$ cat src/rtl/regfile_pkg.sv
// regfile_pkg: shared state encoding and default widths for the 2R1W register file.
package regfile_pkg;

  localparam int DEFAULT_DATA_W = 16;
  localparam int DEFAULT_ADDR_W = 3;

  typedef enum logic {
    IDLE,
    CLEAR
  } state_t;

endpackage

$ cat src/rtl/regfile_read_port.sv
// regfile_read_port: one-hot AND-OR read mux over the register array.
// With REGFILE_BYPASS_EN defined, an accepted write to the addressed
// register is forwarded combinationally to the output.
module regfile_read_port #(
  parameter int DATA_W = 16,
  parameter int ADDR_W = 3
) (
  input  logic [DATA_W-1:0] regs [2**ADDR_W],
  input  logic [ADDR_W-1:0] readnum,
`ifdef REGFILE_BYPASS_EN
  input  logic              byp_en,
  input  logic [ADDR_W-1:0] byp_addr,
  input  logic [DATA_W-1:0] byp_data,
`endif
  output logic [DATA_W-1:0] data_out
);

  localparam int unsigned NREGS = 2**ADDR_W;

  logic [NREGS-1:0]  sel;
  logic [DATA_W-1:0] stored;

  // Decode the read index and AND-OR the selected register onto the bus.
  always_comb begin
    sel          = '0;
    sel[readnum] = 1'b1;
    stored       = '0;
    for (int unsigned i = 0; i < NREGS; i++) begin
      stored = stored | (regs[i] & {DATA_W{sel[i]}});
    end
  end

`ifdef REGFILE_BYPASS_EN
  // Forward the in-flight write data when it targets this port's register.
  always_comb begin
    data_out = stored;
    if (byp_en && (byp_addr == readnum)) data_out = byp_data;
  end
`else
  // Stored contents only; new values appear after the committing edge.
  always_comb begin
    data_out = stored;
  end
`endif

endmodule

$ cat src/rtl/regfile_2r1w.sv
// regfile_2r1w: 2-read/1-write register file with a sequential clear sweep
// that zeroes one register per cycle while busy is high.
// Optional feature macro: REGFILE_BYPASS_EN (write-to-read forwarding).
module regfile_2r1w
  import regfile_pkg::*;
#(
  parameter int DATA_W = DEFAULT_DATA_W,
  parameter int ADDR_W = DEFAULT_ADDR_W
) (
  input  logic              clk,
  input  logic              rst_n,
  input  logic [DATA_W-1:0] data_in,
  input  logic [ADDR_W-1:0] writenum,
  input  logic              write,
  input  logic [ADDR_W-1:0] readnum_a,
  input  logic [ADDR_W-1:0] readnum_b,
  output logic [DATA_W-1:0] data_out_a,
  output logic [DATA_W-1:0] data_out_b,
  input  logic              clear_req,
  output logic              busy
);

  localparam int unsigned NREGS = 2**ADDR_W;

  state_t            state, state_next;
  logic [ADDR_W-1:0] idx;
  logic [DATA_W-1:0] regs [NREGS];
  logic              last_idx;

  assign busy     = (state == CLEAR);
  assign last_idx = (idx == '1);

  // State register.
  always_ff @(posedge clk or negedge rst_n) begin
    if (!rst_n) state <= IDLE;
    else        state <= state_next;
  end

  // Next state: start a sweep from IDLE on request, leave after the last register.
  always_comb begin
    state_next = state;
    case (state)
      IDLE:    if (clear_req) state_next = CLEAR;
      CLEAR:   if (last_idx)  state_next = IDLE;
      default: state_next = IDLE;
    endcase
  end

  // Register array and sweep index: writes only in IDLE, one clear per CLEAR cycle.
  always_ff @(posedge clk or negedge rst_n) begin
    if (!rst_n) begin
      idx <= '0;
      for (int unsigned i = 0; i < NREGS; i++) regs[i] <= '0;
    end else if (state == CLEAR) begin
      regs[idx] <= '0;
      idx       <= idx + 1'b1;
    end else begin
      if (write)     regs[writenum] <= data_in;
      if (clear_req) idx <= '0;
    end
  end

`ifdef REGFILE_BYPASS_EN
  logic byp_en;
  assign byp_en = write && (state == IDLE);

  regfile_read_port #(.DATA_W(DATA_W), .ADDR_W(ADDR_W)) u_port_a (
    .regs(regs), .readnum(readnum_a),
    .byp_en(byp_en), .byp_addr(writenum), .byp_data(data_in),
    .data_out(data_out_a)
  );

  regfile_read_port #(.DATA_W(DATA_W), .ADDR_W(ADDR_W)) u_port_b (
    .regs(regs), .readnum(readnum_b),
    .byp_en(byp_en), .byp_addr(writenum), .byp_data(data_in),
    .data_out(data_out_b)
  );
`else
  regfile_read_port #(.DATA_W(DATA_W), .ADDR_W(ADDR_W)) u_port_a (
    .regs(regs), .readnum(readnum_a), .data_out(data_out_a)
  );

  regfile_read_port #(.DATA_W(DATA_W), .ADDR_W(ADDR_W)) u_port_b (
    .regs(regs), .readnum(readnum_b), .data_out(data_out_b)
  );
`endif

endmodule

$ cat config.mk
export PLATFORM = sky130hd
export DESIGN_NAME = regfile_2r1w
export DESIGN_NICKNAME = d
export VERILOG_FILES = /design/src/rtl/regfile_pkg.sv /design/src/rtl/regfile_read_port.sv /design/src/rtl/regfile_2r1w.sv
export SDC_FILE = /design/constraint.sdc
export NUM_CORES = 1
export LEC_CHECK = 0
export ABC_AREA = 0
export CORE_MARGIN = 1.5
export CORE_UTILIZATION = 50
export CTS_CLUSTER_SIZE = 30
export DETAILED_ROUTE_END_ITERATION = 16
export PLACE_DENSITY_LB_ADDON = 0.05
export SLEW_MARGIN = 5
export SYNTH_ARGS = -nofsm -noshare
export SYNTH_HDL_FRONTEND = slang
export SYNTH_SLANG_ARGS = --single-unit
$ cat constraint.sdc
create_clock -name clk -period 2.2 [get_ports clk]
set_input_delay 0.44 -clock clk [delete_from_list [all_inputs] [get_ports clk]]
set_output_delay 0.44 -clock clk [all_outputs]
set_load 0.01 [all_outputs]
Word-level counts from Yosys, hierarchy flattened
Cells that the tools add are included.

Add/subtract/negate cells: 1. Order comparisons: 8. Equal/unequal tests: 1. Mux-type cells: 16. Bitwise gates (word level): 35. Reductions and logical operators: 6.

Operators with widths (count): $and 16x16->16 (16); $mux 128 (2); $or 16x16->16 (14); $and 128x128->128 (1); $bwmux 128 (1); $not 128->128 (1); $demux 16 s3 (2); $mux 16 (2); $ge 4x4->1 const B (2); $lt 3x4->1 const B (2); $lt 4x1->1 const B (2); $not 3->4 (2); $demux 1 s3 (2); $ge 3x1->1 const B (2); $mux 3 (2); $logic_and 1x1->1 (4); $mux 1 (4); $reduce_bool 2->1 (2); $add 3x1->3 const B (1); $eq 3x3->1 const B (1); $pmux 1 s2 (1); $not 1->1 (1).

Bits in registers: 132. Output and inout port bits: 33. Logic and storage cells: 77.

Longest topological paths before layout
Word-level depth: 12. Mapped depth: 7.

By module
From an unflattened synthesis, not the netlist that was laid out.

Cell total of the unflattened synthesis: 580. Area, all modules: 7698.6 um^2.

Modules (own cells, without submodules): regfile_2r1w (instances 1, cells each 466, area an instance 5556.6 um^2, sequential area each 3303.2 um^2); regfile_read_port (instances 2, cells each 57, area an instance 1071.0 um^2, sequential area each 0.0 um^2).

Worst setup path before layout
Ideal clock, no wire load.

Kind: in2out. From: input port readnum_a[2]. To: output port data_out_a[15]. Data arrival time: 1.545 ns. Data required time: 1.760 ns. Path slack: 0.215 ns. Cell stages on the path: 4. Path buffers: 2. Path through: buf_2 -> clkbuf_1 -> mux4_2 -> mux2_2.

Word-level cells in the longest chain between the ends: 12.

Ends and longest elaborated chain: start: declaration (line regfile_2r1w.sv:15) `input logic [ADDR_W-1:0] readnum_a,`; $lt 3x4->1 (not written as such) or $ge 3x1->1 (tied branches) (line regfile_read_port.sv:26) `sel[readnum] = 1'b1;`; $logic_and 1x1->1 (not written as such) (line regfile_read_port.sv:26); $mux 1 (not written as such) (line regfile_read_port.sv:26); $demux 1 s3 (*); $and 16x16->16 (line regfile_read_port.sv:29) `stored = stored | (regs[i] & {DATA_W{sel[i]}});`; $or 16x16->16 (6 in a row) (line regfile_read_port.sv:29); $or 16x16->16 (*) (line regfile_read_port.sv:29); end: declaration (line regfile_2r1w.sv:17) `output logic [DATA_W-1:0] data_out_a,`.

Mark *: on every way between the ends. The rest lies on a longest branch, timed or not.

Final worst setup path
From: register regs[34] (netlist bit). To: output port data_out_a[2].

Word-level cells in the longest chain between the ends: 4.

Ends and longest elaborated chain: start: declaration (line regfile_2r1w.sv:27) `logic [DATA_W-1:0] regs [NREGS];`; start signal: indexed assignment (line regfile_2r1w.sv:58) `if (write) regs[writenum] <= data_in;`; $and 16x16->16 (line regfile_read_port.sv:29); $or 16x16->16 (3 in a row) (line regfile_read_port.sv:29).

Every way passes these cells.

==> results.md <==
* Fillers at 1103
* Antenna violations before repair at 0
* Max Freq at around 440 MHz
* Comb pwr share at between 30% and 40%
* Warnings from Yosys at 0
* Max VDD drop at approximately 0.67 mV
* CP max FO at 2
* RSZ-0062 raised after global routing: yes
* Commonest cells after routing, fill and taps aside: 266 x nand2_1, 131 x dfrtp_1, 87 x buf_4, 74 x o21ai_0, 52 x nand3_1
* Slew margin rel. at between 70% and 80%
* Count of cell types in the netlist at 40
* Placed instance area at a little under 9000 um2
* Slowest cell on crit path: mux4_2
* Hold WC Path Type: in -> async
* Most common cell after layout, fill and taps aside: nand2_1
* CTS sink cnt at around 130
* Final setup vio count at 2
* Post-Synth Adder-Cell Area at less than 1%
* Final nets at 930
* Largest family of logic cells by synthesized area: simple AND/OR/NAND/NOR gates
* Failing checks: negative setup slack
* Pwr/cell area at about 1100 nW/um2
* Syn avg cell area at a little under 10 um2
* Leak Pwr at ~4.6 nW
* MaxCap Viol Count at 0
* Core area at about 15000 um2
* Synth top area cells: dfrtp_1 44%, nand2_1 13%, mux4_2 11%
* Worst-Skew Late Latency at around 0.42 ns
* Final slew viol count at 0
* Initial Util at just over 50%
* Vias per cell at about 6.3
* Number of global-route vias before repair at slightly below 7k
* Avg WL per Cell at approximately 23 um
* EDFF count, synth at 0
* Slew @ Worst Pin at between 0.4 and 0.5 ns
* Detail Placement HPWL at roughly 16000 um
* Drt drc at 0
* Worst Setup Start Kind: register
* Switching Fraction at 33.1%
* Register area share after synthesis at 44.1%
* Total CTS buffers at 17
* Setup TNS at -0.0843 ns
* Crit. End Element: output port
* I/O pin count at 62
* Clock power frac at a little under a third
* Clock-pin slew on the worst setup and hold paths at 0.06 ns
* Num rows at 44
* H-Tree Depth at 4
* Drt first pass iters at 7
* XOR/XNOR Fraction of Synth Area at 0%
* CP Cell Sequence: buf_6 > mux4_2 > mux2_4 > buf_6
* Simple-gate area share of the yosys netlist at slightly above 20%
* Post-DRT Antenna Nets at 0
* Root Driver: clkbuf_16
* Largest net degree at the start of global routing at 48
* Layout area overhead at 32.9%
* Setup CP Type: reg -> out
* Die H at approximately 130 um
* Area leader, netlist: dfrtp_1
* Mapped Area at between 7000 and 8000 um2
* Buf/Inv on CP at 2
* Minimum clock period at 2.25 ns
* Setup ws final at -0.0480 ns
* GRT Util Overall at about a third
* DRT Wirelength at approximately 26000 um
* WHS at approximately 0.40 ns
* Most used DFF post-synth: dfrtp_1
* Via count at slightly below 7k
* First-pass GRT wire length at ~39000 um
* WP data arrival at between 1.5 and 2 ns
* Outcome: complete, but fails checks
* CP Data Required Time at 1.76 ns
* Number of diodes at 0
* CP max stage delay at between 0.4 and 0.5 ns
* RePlAce Congestion at between 0.9 and 1
* Total grt overflow at 0
* Fraction of layout cells with a size suffix above 1 at a little under a third
* Syn Inst Count at between 700 and 800
* Overall power at around 11 mW
* CP most frequent cell: buf_6
* Register bit total from synthesis at roughly 130
* Psw at approximately 3.7 mW
* Initial DRC count at 740
* Skew final at ~0.0068 ns
* Synth async-reset ratio at 100%
* CTS tree: built
* Cell area after layout at 9960 um2
* Synth top area share at 44.1%
* Cell Int Power at approximately 7.4 mW
* Post-synthesis compound-gate area fraction at about 10%
* CTS Buffer Depth at 2
* Top cell family by delay on the critical path: multiplexers
* Die Wd at roughly 130 um
* Number of port buffers at 61
* Die Area at ~16000 um2
* Final hold vios at 0
* Syn nets at 805
* Crit share post-route at 102%
* Mux cell area share after synthesis at between 20% and 30%
* Flop pwr share at 35.4%
-- state kept, by name, indices dropped and copies added, names as in the netlist --
signal,cells
regs,128
busy,1
idx,3
-- metal layers --
metal	up-vias	global-route usage (%)	share of wire (%)
met2	428	53.3	48
met1	3391	44.0	39
met3	84	6.85	8.5
met5	-	0	0
met4	0	15.7	4.0
li1	2950	-	-
-- worst paths after layout --
check	cells after the start	slack, ns	endpoint	startpoint
max	4	-0.05	data_out_a[2]	regs[34]
min	2	0.40	regs[27]	rst_n
max reg2reg	5	0.44	regs[16]	busy
min reg2reg	2	0.53	regs[83]	regs[83]
max in group asynchronous	3	1.12	regs[48]	rst_n
min in group clk	2	0.53	regs[83]	regs[83]
-- stage by stage --
stage | utilization [%] | setup slack, ns | std cells
finish | 68.3 | -0.0480 | 1096
global route | 68.3 | -0.0788 | 1096
CTS | 67.0 | -0.0563 | 1079
detailed placement | 59.2 | -0.627 | 1012
global placement | 59.2 | -0.625 | 1012
floorplan | - | 0.215 | 774
-- synth_stat cells, drive strengths merged (2+ instances only) --
master	count
buf	54
dfrtp	132
nor3b	4
o22a	6
mux4	44
mux2	28
ha	2
nand2	266
a21oi	2
nor3	2
o21ai	84
and2	3
nand3b	3
nand2b	4
a221oi	6
a22oi	15
o221ai	6
nand3	52
and2b	2
o22ai	3
and3b	2
mux2i	15
clkbuf	19
nor2	8
nor2b	7
-- final cells by class --
type | count | area (um2) | share of cell area (%)
clock inverters | 13 | 253 | 2.54
inverters | 1 | 3.75 | 0.0377
well taps | 184 | 230 | 2.31
flip-flops and latches | 132 | 3300 | 33.2
repair buffers | 179 | 1760 | 17.7
multi-input cells | 568 | 3960 | 39.7
clock buffers | 19 | 453 | 4.55
-- worst register-to-register path: cells and delay by family (launching register included) --
family | cells | cell delay [ns]
buf+inv | 1 | 0.21
compound gates | 1 | 0.11
flops | 1 | 0.52
simple gates | 3 | 0.81
-- cells by family after synthesis --
group	after synthesis
AO/OA/AOI/OAI	123
buffers and inverters	74
multiplexers	87
AND/OR/NAND/NOR	356
flip-flops	132
adder cells (fa/ha/maj)	2
-- power by group through the flow --
stage               Sequential, mW  Clock (mW)  Combinational, mW
CTS                           3.86        3.41               3.51
finish                        3.91        3.38               3.75
detailed placement            3.93           0               3.23
global placement              3.89           0               3.15
floorplan                     3.66           0               1.93
global route                  3.98        3.51               4.01
-- repair_timing --
| action | 4_1_cts | 5_1_grt |
|---|---|---|
| hold endpoints to repair | 8 | 0 |
| gates cloned | 5 | 0 |
| hold buffers | 1 | 0 |
| gates resized for setup | 185 | 24 |
| setup buffers | 29 | 18 |
| pin swaps | 9 | 5 |
| endpoints found under the setup margin | 32 | 25 |
No activity file was read; power rests on OpenSTA's default activity.
